`config.mk`:
```
export PLATFORM = sky130hd
export DESIGN_NAME = uart_tx_serializer
export DESIGN_NICKNAME = d
export VERILOG_FILES = /design/src/rtl/uart_tx_serializer.sv
export SDC_FILE = /design/constraint.sdc
export NUM_CORES = 1
export LEC_CHECK = 0
export BUFFER_PORTS_ARGS = -buffer_cell sky130_fd_sc_hd__buf_2
export CAP_MARGIN = 25
export CELL_PAD_IN_SITES_DETAIL_PLACEMENT = 1
export CELL_PAD_IN_SITES_GLOBAL_PLACEMENT = 1
export CORE_ASPECT_RATIO = 0.9
export CORE_MARGIN = 1
export CORE_UTILIZATION = 48
export CTS_CLUSTER_DIAMETER = 50
export DETAILED_ROUTE_END_ITERATION = 8
export PLACE_DENSITY_LB_ADDON = 0.1
export SLEW_MARGIN = 30
export SYNTH_ARGS = -nofsm -noshare
export SYNTH_HDL_FRONTEND = slang
export SYNTH_SLANG_ARGS = --single-unit
```
`constraint.sdc`:
```
create_clock -name clk -period 6.3 [get_ports clk]
set_input_delay 1.26 -clock clk [delete_from_list [all_inputs] [get_ports clk]]
set_output_delay 1.26 -clock clk [all_outputs]
set_load 0.005 [all_outputs]
```
`src/rtl/uart_tx_serializer.sv`:
```
// UART transmit serializer: pops bytes from the TX FIFO and shifts them out.
// Frame: start, 5-8 data bits LSB first, optional parity, 1-2 stop bits.
//
// Ports:
//   clk, rst_n        clock, async active-low reset
//   tx_enable         allows new frames to be fetched
//   divisor           clocks per bit (0 behaves as 1)
//   data_bits         00=5 .. 11=8 data bits
//   stop_bits         0=1 stop bit, 1=2 stop bits
//   fifo_empty        FIFO empty flag
//   fifo_data         FIFO read data, valid the cycle after fifo_rd_en
//   fifo_rd_en        one-cycle FIFO read pulse per byte
//   tx                registered serial line, idle high
//   busy              high whenever not IDLE
//   tx_done           pulse on the last clock of the last stop bit
//   parity_en,
//   parity_odd        only with UART_TX_PARITY_EN defined
//
// Build option: UART_TX_PARITY_EN adds the parity ports and PARITY state.
module uart_tx_serializer #(
  parameter int WIDTH     = 8,
  parameter int DIV_WIDTH = 16
) (
  input  logic                 clk,
  input  logic                 rst_n,
  input  logic                 tx_enable,
  input  logic [DIV_WIDTH-1:0] divisor,
  input  logic [1:0]           data_bits,
  input  logic                 stop_bits,
  input  logic                 fifo_empty,
  input  logic [WIDTH-1:0]     fifo_data,
`ifdef UART_TX_PARITY_EN
  input  logic                 parity_en,
  input  logic                 parity_odd,
`endif
  output logic                 fifo_rd_en,
  output logic                 tx,
  output logic                 busy,
  output logic                 tx_done
);

`ifdef UART_TX_PARITY_EN
  typedef enum logic [2:0] {
    S_IDLE, S_FETCH, S_LOAD, S_START,
    S_DATA, S_PARITY, S_STOP
  } state_t;
`else
  typedef enum logic [2:0] {
    S_IDLE, S_FETCH, S_LOAD, S_START,
    S_DATA, S_STOP
  } state_t;
`endif

  localparam logic [DIV_WIDTH-1:0] ONE = 1;

  state_t               state_q, state_d;
  logic [DIV_WIDTH-1:0] cnt_q, cnt_d;
  logic [DIV_WIDTH-1:0] dm1_q, dm1_d;
  logic [7:0]           shift_q, shift_d;
  logic [2:0]           nbit_q, nbit_d;
  logic [1:0]           dbits_q, dbits_d;
  logic                 stop2_q, stop2_d;
  logic                 scnt_q, scnt_d;
  logic                 tx_q, tx_d;
  logic                 tick;
  logic                 last_data;

`ifdef UART_TX_PARITY_EN
  logic       pen_q, pen_d;
  logic       par_q, par_d;
  logic [7:0] pmask;
`endif

  // Bits of a wide FIFO word above the byte are never sent.
  logic unused_fifo;
  assign unused_fifo = ^fifo_data;

  assign tick      = (cnt_q == dm1_q);
  assign last_data = (nbit_q == ({1'b0, dbits_q} + 3'd4));
  assign tx        = tx_q;
  assign busy      = (state_q != S_IDLE);

`ifdef UART_TX_PARITY_EN
  always_comb begin
    pmask = 8'hFF;
    unique case (data_bits)
      2'b00:   pmask = 8'h1F;
      2'b01:   pmask = 8'h3F;
      2'b10:   pmask = 8'h7F;
      default: pmask = 8'hFF;
    endcase
  end
`endif

  always_comb begin
    state_d    = state_q;
    cnt_d      = cnt_q;
    dm1_d      = dm1_q;
    shift_d    = shift_q;
    nbit_d     = nbit_q;
    dbits_d    = dbits_q;
    stop2_d    = stop2_q;
    scnt_d     = scnt_q;
    tx_d       = 1'b1;
    fifo_rd_en = 1'b0;
    tx_done    = 1'b0;
`ifdef UART_TX_PARITY_EN
    pen_d      = pen_q;
    par_d      = par_q;
`endif
    unique case (state_q)
      S_IDLE: begin
        if (tx_enable && !fifo_empty)
          state_d = S_FETCH;
      end
      S_FETCH: begin
        if (!fifo_empty) begin
          fifo_rd_en = 1'b1;
          state_d    = S_LOAD;
        end else begin
          state_d = S_IDLE;
        end
      end
      S_LOAD: begin
        shift_d = fifo_data[7:0];
        dm1_d   = (divisor == '0) ? '0
                                  : divisor - ONE;
        dbits_d = data_bits;
        stop2_d = stop_bits;
`ifdef UART_TX_PARITY_EN
        pen_d   = parity_en;
        par_d   = ^(fifo_data[7:0] & pmask)
                ^ parity_odd;
`endif
        cnt_d   = '0;
        nbit_d  = '0;
        scnt_d  = 1'b0;
        state_d = S_START;
        tx_d    = 1'b0;
      end
      S_START: begin
        tx_d = 1'b0;
        if (tick) begin
          cnt_d   = '0;
          state_d = S_DATA;
          tx_d    = shift_q[0];
        end else begin
          cnt_d = cnt_q + ONE;
        end
      end
      S_DATA: begin
        tx_d = shift_q[0];
        if (tick) begin
          cnt_d   = '0;
          shift_d = shift_q >> 1;
          if (last_data) begin
`ifdef UART_TX_PARITY_EN
            if (pen_q) begin
              state_d = S_PARITY;
              tx_d    = par_q;
            end else begin
              state_d = S_STOP;
              tx_d    = 1'b1;
            end
`else
            state_d = S_STOP;
            tx_d    = 1'b1;
`endif
          end else begin
            nbit_d = nbit_q + 3'd1;
            tx_d   = shift_q[1];
          end
        end else begin
          cnt_d = cnt_q + ONE;
        end
      end
`ifdef UART_TX_PARITY_EN
      S_PARITY: begin
        tx_d = par_q;
        if (tick) begin
          cnt_d   = '0;
          state_d = S_STOP;
          tx_d    = 1'b1;
        end else begin
          cnt_d = cnt_q + ONE;
        end
      end
`endif
      S_STOP: begin
        tx_d = 1'b1;
        if (tick) begin
          cnt_d = '0;
          if (scnt_q == stop2_q) begin
            tx_done = 1'b1;
            state_d = S_IDLE;
          end else begin
            scnt_d = 1'b1;
          end
        end else begin
          cnt_d = cnt_q + ONE;
        end
      end
      default: state_d = S_IDLE;
    endcase
  end

  always_ff @(posedge clk or negedge rst_n) begin
    if (!rst_n) begin
      state_q <= S_IDLE;
      cnt_q   <= '0;
      dm1_q   <= '0;
      shift_q <= '0;
      nbit_q  <= '0;
      dbits_q <= '0;
      stop2_q <= 1'b0;
      scnt_q  <= 1'b0;
      tx_q    <= 1'b1;
`ifdef UART_TX_PARITY_EN
      pen_q   <= 1'b0;
      par_q   <= 1'b0;
`endif
    end else begin
      state_q <= state_d;
      cnt_q   <= cnt_d;
      dm1_q   <= dm1_d;
      shift_q <= shift_d;
      nbit_q  <= nbit_d;
      dbits_q <= dbits_d;
      stop2_q <= stop2_d;
      scnt_q  <= scnt_d;
      tx_q    <= tx_d;
`ifdef UART_TX_PARITY_EN
      pen_q   <= pen_d;
      par_q   <= par_d;
`endif
    end
  end

endmodule
```
After elaboration in Yosys (flattened, before gate mapping) --
Index checks and enable logic that the tools add are counted.
Cells by class: add/sub/neg operators 4, eq/ne operators 16, mux-type cells 28, reduce and logical (&&, ||, !) cells 13
Operator list (number):
- two-way mux 16 bit | 2
- one-hot mux 16 bit (2 select lines) | 1
- two-way mux 3 bit | 8
- one-hot mux 3 bit (6 select lines) | 1
- adder 16 x 1 -> 16 bit, second input constant | 1
- equality test 16 bit | 1
- logical NOT 16 bit | 1
- inequality test 2 bit, second input constant | 8
- one-hot mux 8 bit (2 select lines) | 1
- subtractor 16 x 1 -> 16 bit, second input constant | 1
- two-way mux 1 bit | 10
- two-way mux 8 bit | 1
- equality test 3 x 2 -> 1 bit, second input constant | 2
- equality test 3 bit, second input constant | 2
- one-hot mux 3 bit (2 select lines) | 1
- AND reduction 3 bit | 2
- AND reduction 6 bit | 1
- nonzero test 2 bit | 3
- adder 2 x 3 -> 3 bit, second input constant | 1
- adder 3 x 1 -> 3 bit, second input constant | 1
- equality test 3 x 1 -> 1 bit, second input constant | 1
- equality test 3 bit | 1
- logical NOT 3 bit | 1
- one-hot mux 1 bit (3 select lines) | 1
- 8 further kinds | 8
Storage, ports and cells: flip-flop bits (word level) 51, input bits 31, output and inout bits 4, word-level logic and storage cells 70

Depth between registers and ports, before layout --
depth after elaboration 5, depth in mapped cells 7, depth with buffers taken out 7

Least setup slack after synthesis --
OpenSTA, ideal clock, no wires.
path type input to register, start in divisor[4], end reg dm1_q[10], data arrival time 2.784 ns, required time 6.165 ns, setup slack 3.381 ns, stages on the path 5, buffers on the path 1, cells stage by stage or4_1 > nor4_2 > and2_1 > buf_4 > o31ai_1
On the way: cells in the longest elaborated chain, start to end 2, elaborated cells between the ends (all ways) 3, those cells by class add/sub (1); mux (1); reduce/logical (1)
Ends and longest elaborated chain:
- from (decl) | RTL line 27 | input logic [DIV_WIDTH-1:0] divisor,
- subtractor 16 x 1 -> 16 bit or logical NOT 16 bit (tied branches) | RTL line 127, 126
- two-way mux 16 bit * | RTL line 126 | dm1_d = (divisor == '0) ? '0
- to (signal assigned) | RTL line 225 | dm1_q <= dm1_d;
- to (decl) | RTL line 58 | logic [DIV_WIDTH-1:0] dm1_q, dm1_d;
Every way passes the cells marked *; elsewhere a longest branch is shown, timed or not. A chain may end at the register's enable or synchronous reset.

Final worst setup path --
start reg cnt_q[7], end out tx_done
On the way: cells in the longest elaborated chain, start to end 3
Ends and longest elaborated chain:
- from (decl) | RTL line 57 | logic [DIV_WIDTH-1:0] cnt_q, cnt_d;
- from (signal assigned) | RTL line 224 | cnt_q <= cnt_d;
- equality test 16 bit | RTL line 78 | assign tick = (cnt_q == dm1_q);
- two-way mux 1 bit | RTL line 191 | if (tick) begin
- two-way mux 1 bit | RTL line 111 | unique case (state_q)
- to (decl) | RTL line 39 | output logic tx_done
Every way passes these cells.

==> results.md <==
* DP Wirelength at between 5000 and 6000 um
* Internal reg-to-reg setup slack at 3.39 ns
* Part of the cycle the worst path needs at 64.9%
* Number of routed nets with antenna violations at 0
* Number of slew-limit violations in the final report at 0
* Total die area at 6430 um^2
* Pwr dens at roughly 360 nW/um^2
* Fin Setup TNS at 0 ns
* CTS Buf Count at 5
* Maximum vdd ir drop at approximately 0.00017 V
* 1st-pass router iterations at 6
* Yosys synthesis warning count at 0
* Skew-Pair Late Insertion Delay at roughly 0.32 ns
* Transition time at the pin with the least slew margin at slightly above 0.7 ns
* Count of unresolved DRC violations after routing at 4
* Hold/Removal Path Class: reg -> reg
* Share of layout cells above drive strength 1 at between 10% and 20%
* Worst r2r dst: nbit_q[2]$_DFFE_PN0P_
* Final worst slack at 2.21 ns
* Standard-cell rows at 26
* Global placement routability congestion at roughly 0.82
* Post-Synthesis Cells at roughly 320
* Net count of the mapped netlist at 350
* Async set-or-reset flop fraction in the synthesized netlist at 100%
* Wire length of the first global-routing pass at 13000 um
* Slew margin rel. at between 50% and 60%
* CP peak stage delay at around 0.62 ns
* Setup skew after layout at between 0.01 and 0.015 ns
* Critical path start-end classification: reg -> out
* Hold buffer count at CTS at 0
* Core Util, Final at between 50% and 60%
* Area growth from synthesis to layout at 10.9%
* Most frequent cells in the layout: 52 x sky130_fd_sc_hd__nand2_1, 50 x sky130_fd_sc_hd__dfrtp_1, 34 x sky130_fd_sc_hd__buf_2, 23 x sky130_fd_sc_hd__xor2_1, 16 x sky130_fd_sc_hd__nor2_1
* Number of buffers between clock root and the deepest sink at 2
* Via total after detailed routing at between 2k and 3k
* First-iteration detailed-routing DRC count at between 100 and 150
* Max capacitance violation total at 0
* Effective utilization at floorplan at about half
* Timing-limited maximum frequency at about 240 MHz
* Count of cells along the worst hold path at 1
* Port buffer count at 34
* Post-synth design cell area at about 3000 um^2
* Maximum number of pins on one net before global-route repair at 52
* # setup viols final at 0
* Cell-by-cell listing of the critical path: xor2_1, nor4_1, nand4_2, or2_1, nor3_1, buf_2
* Number of buffers and inverters on the critical path at 1
* CP arrival at 2.83 ns
* Total length of routed wires at 7540 um
* Via/cell ratio at slightly above 6
* Number of clock sinks at 51
* Final min period at just over 4 ns
* Fraction of the mapped netlist area in compound gates at approximately 17%
* Violated checks: DRC
* Share of synthesized cell area in full adder, half adder and majority cells at around 1.3%
* PostCTS Resize Cnt at 0
* H-Tree Level Count at 2
* Fraction of the mapped netlist area in simple logic gates at a little under a quarter
* Overall track demand over capacity in global routing at approximately a quarter
* Count of flip-flops with a built-in enable after synthesis at 0
* Antenna violations before repair at 0
* Routed wire per std cell at around 18 um
* Sum of overflow across all layers after global routing at 0
* RSZ-0062 raised after global routing: false
* Die width at roughly 84 um
* Crit Reg-Reg Startpoint: cnt_q[7]$_DFFE_PN0P_
* Portion of netlist area occupied by mux cells at between 1 and 1.5%
* Buffer cell driving the clock tree root: sky130_fd_sc_hd__clkbuf_8
* Total number of nets in the final design at 377
* Synthesized area divided by synthesized cell count at between 9 and 10 um^2
* Via count of the first global-routing pass at 2582
* Pre-CTS setup slack at about 2.6 ns
* Critical path launch point type: flop
* Required time worst endpoint at roughly 5 ns
* Top fanout value on the critical path at 26
* Largest delay contributor family on the critical path: simple AND/OR/NAND/NOR gates
* Most common cell after layout, fill and taps aside: sky130_fd_sc_hd__nand2_1
* Result of the run: finished with violations
* CP Capture Type: output pin
* Number of top-level pins at 35
* Master of the slowest instance on the critical path: sky130_fd_sc_hd__nand4_2
* Post-CTS setup buffer count at 0
* Cells on worst reg2reg path at 5
* Static Leak at between 1 and 1.5 nW
* Hold EP: shift_q[7]$_DFFE_PN0P_
* Fraction of synthesized cell area in xor and xnor cells at 8.95%
* Clock tree from TritonCTS: yes
* Register clock-pin slew on the reported worst setup and hold paths at between 0.1 and 0.15 ns
* Beginning of the worst hold path: shift_q[7]$_DFFE_PN0P_
* Part of the Yosys area used for sequential elements at 43.5%
* Vert. Die Dim at around 76 um
* Largest family of logic cells by synthesized area: simple AND/OR/NAND/NOR gates
* Placeable core region at 5790 um^2
* Unique cell type count in the Yosys netlist at 52
* Number of synthesized register bits at between 50 and 60
* Final Hold Vio Count at 0
* Ys flop type: sky130_fd_sc_hd__dfrtp_1
* N_diodes at 0
power breakdown:
part           switching [W]  total, W  internal, W
clock               0.000122  0.000242     0.000121
combinational       0.000230  0.000395     0.000165
sequential          0.000102  0.000534     0.000432
Yosys cell counts (all sizes together) (2+ instances only):
master,number,area [um^2]
or4,3,22.5
or3,12,75.1
o22ai,4,25.0
nand4b,2,17.5
nand3b,2,15.0
mux2i,4,40.0
dfrtp,50,1250
o211ai,2,15.0
a31o,2,17.5
ha,3,37.5
o2bb2ai,2,17.5
nand3,5,25.0
and2,3,18.8
and3,2,12.5
o311ai,5,43.8
a22o,2,17.5
a21oi,4,20.0
a31oi,6,37.5
xor2,23,201
clkbuf,12,45.0
o31ai,15,118
o221a,7,78.8
nand2b,3,18.8
nor3,7,35.0
nand2,52,195
nor2,17,63.8
inv,14,52.6
o21ai,9,45.0
buf,5,33.8
xnor2,7,61.3
nand4,9,62.6
nor4,9,81.3
kinds of logic after synthesis:
logic type / count (synthesis)
AO/OA/AOI/OAI: 66
XOR/XNOR: 30
adder cells (fa/ha/maj): 3
buffers and inverters: 31
flip-flops: 51
multiplexers: 4
AND/OR/NAND/NOR: 131
flip-flops by register name, indices dropped and copies added (netlist names):
register	count
tx	1
dbits_q	2
scnt_q	1
nbit_q	3
shift_q	8
dm1_q	16
stop2_q	1
cnt_q	16
state_q	3
how the worst max path moves through the flow:
stage	start	cells past startpoint	slack (ns)	to
floorplan	divisor[4]	5	3.38	dm1_q[10]$_DFFE_PN0N_
global placement	cnt_q[12]$_DFFE_PN0P_	6	2.71	tx_done
detailed placement	cnt_q[12]$_DFFE_PN0P_	6	2.58	tx_done
CTS	cnt_q[7]$_DFFE_PN0P_	6	2.22	tx_done
global route	cnt_q[7]$_DFFE_PN0P_	6	2.06	tx_done
finish	cnt_q[7]$_DFFE_PN0P_	6	2.21	tx_done
cell type report:
cell class | instances | area (um^2)
flip-flops and latches | 51 | 1280
multi-input cells | 234 | 1530
inverters | 14 | 52.6
clock buffers | 5 | 68.8
fillers | 701 | 2530
clock inverters | 3 | 47.5
repair buffers | 37 | 193
well taps | 70 | 87.6
metrics by stage:
step | instances | instance area, um^2 | power [W] | hold WS, ns
global route | 414 | 3260 | 0.00125 | 0.535
floorplan | 316 | 2940 | 0.000799 | 0.465
detailed placement | 406 | 3140 | 0.000932 | 0.497
finish | 414 | 3260 | 0.00117 | 0.520
global placement | 406 | 3140 | 0.000908 | 0.485
CTS | 414 | 3260 | 0.00117 | 0.522
metal layers:
layer | vias up | wire length [um] | global-route usage (%)
li1 | 1200 | - | -
met1 | 1329 | 3810 | 37.4
met2 | 43 | 3460 | 39.8
met3 | 4 | 221 | 4.88
met4 | 0 | 51 | 4.75
met5 | - | 0 | 0
worst register-to-register path: stages (launching register included):
cell and delay [ns]:
sky130_fd_sc_hd__dfrtp_1 0.48, sky130_fd_sc_hd__xor2_1 0.19, sky130_fd_sc_hd__nor4_1 0.39, sky130_fd_sc_hd__nand4_2 0.63, sky130_fd_sc_hd__or3_1 0.74, sky130_fd_sc_hd__o311a_1 0.39
Power figures use the tool's default switching activity.
